<file path="config.mk">
export PLATFORM = sky130hd
export DESIGN_NAME = round_sequencer
export DESIGN_NICKNAME = d
export VERILOG_FILES = /design/src/rtl/round_sequencer.sv
export SDC_FILE = /design/constraint.sdc
export NUM_CORES = 1
export LEC_CHECK = 0
export ABC_CLOCK_PERIOD_IN_PS = 1810
export CAP_MARGIN = 20
export CORE_AREA = 2 2 39 41
export DETAILED_ROUTE_END_ITERATION = 6
export DIE_AREA = 0 0 41 43
export SYNTH_ARGS = -nofsm -noshare
export SYNTH_HDL_FRONTEND = slang
export SYNTH_SLANG_ARGS = --single-unit
</file>
<file path="constraint.sdc">
create_clock -name clk -period 1.81 [get_ports clk]
set_input_delay 0.4525 -clock clk [delete_from_list [all_inputs] [get_ports clk]]
set_output_delay 0.4525 -clock clk [all_outputs]
set_load 0.05 [all_outputs]
</file>
<file path="src/rtl/round_sequencer.sv">
// Control FSM for the iterative round datapath: start -> one-cycle LOAD -> ROUNDS cycles of RUN -> DONE until ack.
// Optional cancel input enabled by defining ROUND_SEQ_ABORT_EN.
module round_sequencer #(
    parameter int unsigned ROUNDS = 64,
    parameter int unsigned CW     = 6
) (
    input  logic          clk,
    input  logic          reset,
    input  logic          start,
    input  logic          ack,
`ifdef ROUND_SEQ_ABORT_EN
    input  logic          abort,
`endif
    output logic          load,
    output logic          round_en,
    output logic [CW-1:0] count,
    output logic          busy,
    output logic          valid,
    output logic          done
);

    typedef enum logic [1:0] {
        ST_IDLE,
        ST_LOAD,
        ST_RUN,
        ST_DONE
    } state_t;

    localparam logic [CW-1:0] LAST = CW'(ROUNDS - 1);

    state_t        state;
    state_t        state_next;
    logic [CW-1:0] count_q;
    logic [CW-1:0] count_next;
    logic          done_q;
    logic          done_next;
    logic          abort_req;

`ifdef ROUND_SEQ_ABORT_EN
    assign abort_req = abort;
`else
    assign abort_req = 1'b0;
`endif

    always_ff @(posedge clk) begin
        if (!reset) begin
            state   <= ST_IDLE;
            count_q <= '0;
            done_q  <= 1'b0;
        end else begin
            state   <= state_next;
            count_q <= count_next;
            done_q  <= done_next;
        end
    end

    // The terminal round wraps count to zero explicitly so CW may equal log2(ROUNDS).
    always_comb begin
        state_next = state;
        count_next = count_q;
        done_next  = 1'b0;
        unique case (state)
            ST_IDLE: begin
                count_next = '0;
                if (start) begin
                    state_next = ST_LOAD;
                end
            end
            ST_LOAD: begin
                count_next = '0;
                state_next = abort_req ? ST_IDLE : ST_RUN;
            end
            ST_RUN: begin
                if (abort_req) begin
                    state_next = ST_IDLE;
                    count_next = '0;
                end else if (count_q == LAST) begin
                    state_next = ST_DONE;
                    count_next = '0;
                    done_next  = 1'b1;
                end else begin
                    count_next = count_q + CW'(1);
                end
            end
            ST_DONE: begin
                count_next = '0;
                if (ack) begin
                    state_next = ST_IDLE;
                end
            end
            default: begin
                state_next = ST_IDLE;
                count_next = '0;
            end
        endcase
    end

    always_comb begin
        load     = (state == ST_LOAD);
        round_en = (state == ST_RUN);
        busy     = (state == ST_LOAD) || (state == ST_RUN);
        valid    = (state == ST_DONE);
        done     = done_q;
        count    = count_q;
    end

endmodule
</file>
## Word level (Yosys, flattened, before mapping)

Index checks and enable logic that the tools add are counted.

- $add $sub $neg: 1
- Mux-type cells: 7
- Equality and inequality tests: 7
- Reductions and logical operators: 5

Operator list:

| kind | number |
|---|---|
| 6-bit one-hot mux with 2 select lines | 1 |
| 2-bit one-hot mux with 4 select lines | 1 |
| 6-bit by 1-bit adder with 6-bit output, second input constant | 1 |
| 6-bit equality test, second input constant | 1 |
| 2-bit two-way mux | 3 |
| 6-bit two-way mux | 1 |
| 2-bit equality test, second input constant | 2 |
| 2-bit inequality test, second input constant | 2 |
| 3-bit AND reduction | 1 |
| 3-bit OR reduction | 1 |
| 2-bit by 1-bit equality test with 1-bit output, second input constant | 1 |
| 2-bit logical NOT | 1 |
| 2-bit by 1-bit inequality test with 1-bit output, second input constant | 1 |
| 2-bit AND reduction | 1 |
| 1-bit logical OR | 1 |
| 1-bit two-way mux | 1 |

- Bits in registers: 9
- Input port bits: 4
- Output and inout port bits: 11
- Word-level logic and storage cells: 23

## Logic depth before layout (Yosys ltp)

- Depth in word-level cells: 3
- Gate-level depth with buffers: 5
- Mapped depth without buffers: 5

## Least setup slack after synthesis

No wires, ideal clock.

- Kind: flip-flop to flip-flop
- Start: reg state[1]
- End: reg count_q[3] (netlist: count[3])
- Path slack: 0.057 ns
- Clock period less this slack: 1.753 ns
- Arrival time: 1.689 ns
- Stages on the path, launching flop included: 6
- Path buffers: 0
- Required time: 1.746 ns
- Setup time: 0.064 ns
- Path through: dfxtp_1 inv_1 ha_1 or4b_4 or2_4 nor2_2

- Word-level cells in the longest chain between the ends: 3
- Elaborated cells on any way between the ends: 6
- Classes of those cells: 3 x eq/ne; 1 x mux; 2 x reduce/logical

Ends and longest elaborated chain:

| what | line | RTL |
|---|---|---|
| start: declaration | 31 | `state_t state;` |
| start signal: assignment | 51 | `state <= state_next;` |
| 2-bit by 1-bit equality test with 1-bit output | n/a |  |
| net load | 14 | `output logic load,` |
| 3-bit OR reduction (no source line) | n/a |  |
| 6-bit one-hot mux with 2 select lines | 62 | `unique case (state)` |
| end signal: assignment | 52 | `count_q <= count_next;` |
| end: declaration | 33 | `logic [CW-1:0] count_q;` |

The timed path passes the listed nets, and every way through them passes these cells.
A chain may end at the register's enable or synchronous reset.

## Worst setup path in the final report

- Start: reg state[0]
- End: out busy

- Word-level cells in the longest chain between the ends: 2
- Elaborated cells on any way between the ends: 3
- Classes of those cells: 2 x eq/ne; 1 x reduce/logical

Ends and longest elaborated chain:

| what | line | RTL |
|---|---|---|
| 2-bit by 1-bit equality test with 1-bit output / 2-bit equality test (equally long branches) | 101 | `busy = (state == ST_LOAD) \|\| (state == ST_RUN);` |
| 1-bit logical OR (*) | 101 |  |
| end: declaration | 17 | `output logic busy,` |

Mark *: on every way between the ends. The rest lies on a longest branch, timed or not.

==> implementation parameters <==
Parameter                              Value

Floorplanning
  Top Ports    15
  Die extent in y    43 um
  Area of the core    around 0.0014 mm2
  Die width    41 um
  Number of rows in the core area    14
  Starting utilization of the core area    31.3%
  Total die area    0.00176 mm2

Synthesis
  Synth Instances    48
  Synth top area share    41.6%
  Cell area after synthesis    433 um2
  Portion of the post-synthesis area used by sequential elements    41.6%
  Syn_nets    57
  Synth top area cells    sky130_fd_sc_hd__dfxtp_1, sky130_fd_sc_hd__ha_1, sky130_fd_sc_hd__a21oi_1
  Top_reg_cell synth    sky130_fd_sc_hd__dfxtp_1
  Count of unique library cells instantiated by Yosys    18
  Ys async rst share    0%
  Number of register bits inferred by synthesis    9
  Mean cell area of the mapped netlist    9.02 um2
  Cell type contributing the most total cell area after synthesis    sky130_fd_sc_hd__dfxtp_1
  Number of enable-type register cells in the synthesized netlist    0
  Yosys warning count    0

Routing
  Routed WL    857 um
  Drt wl/cell    roughly 10 um
  First-iteration detailed-routing DRC count    5
  Pre-Repair DR Iteration Count    4
  Drt via density    approximately 4.7
  Via count    just under 400
  Antenna-violating nets left    0
  DRC violations left    0

Power and ir drop
  Share of power burned in the clock network    14.8%
  Net switching component of the power    462 uW
  Design internal power    608 uW
  Switch share    43.1%
  Largest vdd supply drop    0.849 mV
  Combinational power share    60.1%
  Reg power frac    around a quarter
  Leak    around 0.00028 uW
  Areal power density over the cells    1630 mW/mm2

Global routing
  Antenna violations before repair    0
  Wire length of the first global-routing pass    1430 um
  Vias in the first global route    338
  Largest net degree at the start of global routing    7
  Residual overflow from global routing    0
  Global-route usage over all layers    13.1%

STA
  Final min period    1.68 ns
  Worst-margin pin slew    0.226 ns
  Peak clock frequency supported by timing    596 MHz
  Final count of hold timing violations    0
  Worst slew margin    84.8%
  Period utilisation layout    92.7%
  Post-Route Skew    0.00312 ns
  Number of max-slew violations in the final report    0
  Final setup viols    0
  Total Neg Setup Slack    0 ns
  Worst hold slack after final layout    0.495 ns
  Setup repair after global routing missed its margin    no

Worst setup path
  Peak per-stage delay on the critical path    0.36 ns
  Critical R2R Capture    count[3]
  CP max-delay cell    sky130_fd_sc_hd__dfxtp_1
  Setup CP Type    reg -> out
  Number of cell instances on the worst register-to-register path    5
  Critical path required time    roughly 1.4 ns
  Slack of the worst reg-to-reg path    0.17 ns
  Critical-path cell list    inv_1 > ha_1 > buf_12
  Critical path capture point type    primary output
  Startpoint of the most critical register-to-register path    state[0]
  CP top delay family    flip-flops
  Arrival time at the worst endpoint    roughly 1.2 ns
  Worst path bufs/invs    2
  Type of element launching the critical path    flip-flop
  Largest fanout on the critical path    3

Cells and area
  Core occupancy in the finished layout    47.5%
  Layout overhead on the synthesized area    51.7%
  Commonest cells after routing, fill and taps aside    sky130_fd_sc_hd__dfxtp_1, sky130_fd_sc_hd__buf_4, sky130_fd_sc_hd__nor2_1, sky130_fd_sc_hd__nand2_1, sky130_fd_sc_hd__ha_1
  Non-filler cells in the finished layout    84
  Antenna diode count    0
  Post-route cell area    657 um2
  Share of layout cells above drive strength 1    29.4%
  Number of filler cells placed in the layout    139
  Post-layout net count    approximately 80

CTS
  Hold buffer count at cts    0
  Clock transition time at the flip-flop clock pins of the worst setup and hold paths    0.06 ns
  Clock Sinks    9
  H-tree Lvls    1
  TritonCTS clock tree    done
  Number of setup buffers added after CTS    0
  Clock network latency to the later pin of the worst-skew pair    0.27 ns
  Max Root-Sink Buffers    2
  Inserted Clock Buffers    3
  Post-cts resize count    0
  Cell chosen for the clock root    sky130_fd_sc_hd__clkbuf_4

Placement
  Port Buf Inserts    14
  Placed cell count    80
  Detail Placement HPWL    693 um
  Routability cong.    roughly 0.65
  DP Area    631 um2

Hold path
  Hold path startpoint    state[1]
  Worst Hold Endpoint    state[1]
  Worst min-delay path category    reg -> reg
  Hold Path Cell Cnt    2

Job
  Reported max-cap violation count    0

Outcome
  Status    finished clean
-- layout make-up --
class / count / area [um2] / share of cell area [%]
Multi-Input combinational cell: 35 / 238 / 36.2
Inverter: 4 / 15.0 / 2.29
Clock buffer: 4 / 26.3 / 4.00
Sequential cell: 9 / 180 / 27.4
Timing Repair Buffer: 16 / 178 / 27.0
Tap cell: 16 / 20.0 / 3.05
-- power groups by stage --
| stage | sequential, uW | clock, uW | combinational [uW] |
|---|---|---|---|
| after CTS | 269 | 164 | 650 |
| after detailed placement | 273 | 0 | 649 |
| final | 268 | 159 | 643 |
| after global placement | 274 | 0 | 653 |
| after global routing | 275 | 176 | 681 |
| after floorplan | 306 | 0 | 349 |
-- cells by family (layout without fill, tap and decap cells) --
group / Yosys count / in the layout / share of synthesized area, %
compound gates: 7 / 7 / 8.67
xor+xnor: 3 / 3 / 6.07
fa+ha+maj: 5 / 5 / 14.5
buf+inv: 4 / 24 / 3.47
flops: 9 / 9 / 41.6
mux: 1 / 1 / 2.31
simple gates: 19 / 19 / 23.4
-- layer usage --
| layer | vias up | global-route usage, % | share of wire (%) |
|---|---|---|---|
| li1 | 203 | - | - |
| met1 | 176 | 14.8 | 44 |
| met4 | 0 | 14.0 | 6.0 |
| met3 | 5 | 6.28 | 4.9 |
| met5 | - | 0 | 0 |
| met2 | 8 | 15.9 | 45 |
-- Yosys cell counts, types with 2 or more instances --
| library cell | count |
|---|---|
| sky130_fd_sc_hd__nand3_1 | 3 |
| sky130_fd_sc_hd__inv_1 | 4 |
| sky130_fd_sc_hd__dfxtp_1 | 9 |
| sky130_fd_sc_hd__nor2_1 | 5 |
| sky130_fd_sc_hd__nand2_1 | 5 |
| sky130_fd_sc_hd__ha_1 | 5 |
| sky130_fd_sc_hd__xor2_1 | 2 |
| sky130_fd_sc_hd__a21oi_1 | 4 |
| sky130_fd_sc_hd__o21ai_0 | 2 |
-- worst reg2reg max path, delay by kind of cell, from the launching register on --
family        cells  cell delay (ns)
simple gates      3             0.90
flops             1             0.36
fa+ha+maj         1             0.23
buf+inv           1             0.09
-- state kept, by name (all words and copies together), names as in the netlist --
name / count
count: 6
state: 2
done: 1
-- worst max-delay path by stage --
| stage | endpoint | startpoint | cells past startpoint | slack (ns) |
|---|---|---|---|---|
| global route | count[0] | state[0] | 5 | 0.04 |
| detailed placement | count[3] | reset | 4 | -0.02 |
| CTS | busy | state[0] | 3 | 0.12 |
| finish | busy | state[0] | 3 | 0.13 |
| floorplan | count[3] | state[1] | 5 | 0.06 |
| global placement | count[3] | reset | 4 | -0.0003 |
-- stage by stage --
stage                     power [uW]  setup WS (ns)
final                           1070          0.132
after CTS                       1080          0.118
after global routing            1130         0.0411
after global placement           927      -0.000271
after detailed placement         922        -0.0157
after floorplan                  655         0.0574
Power figures use the tool's default switching activity.
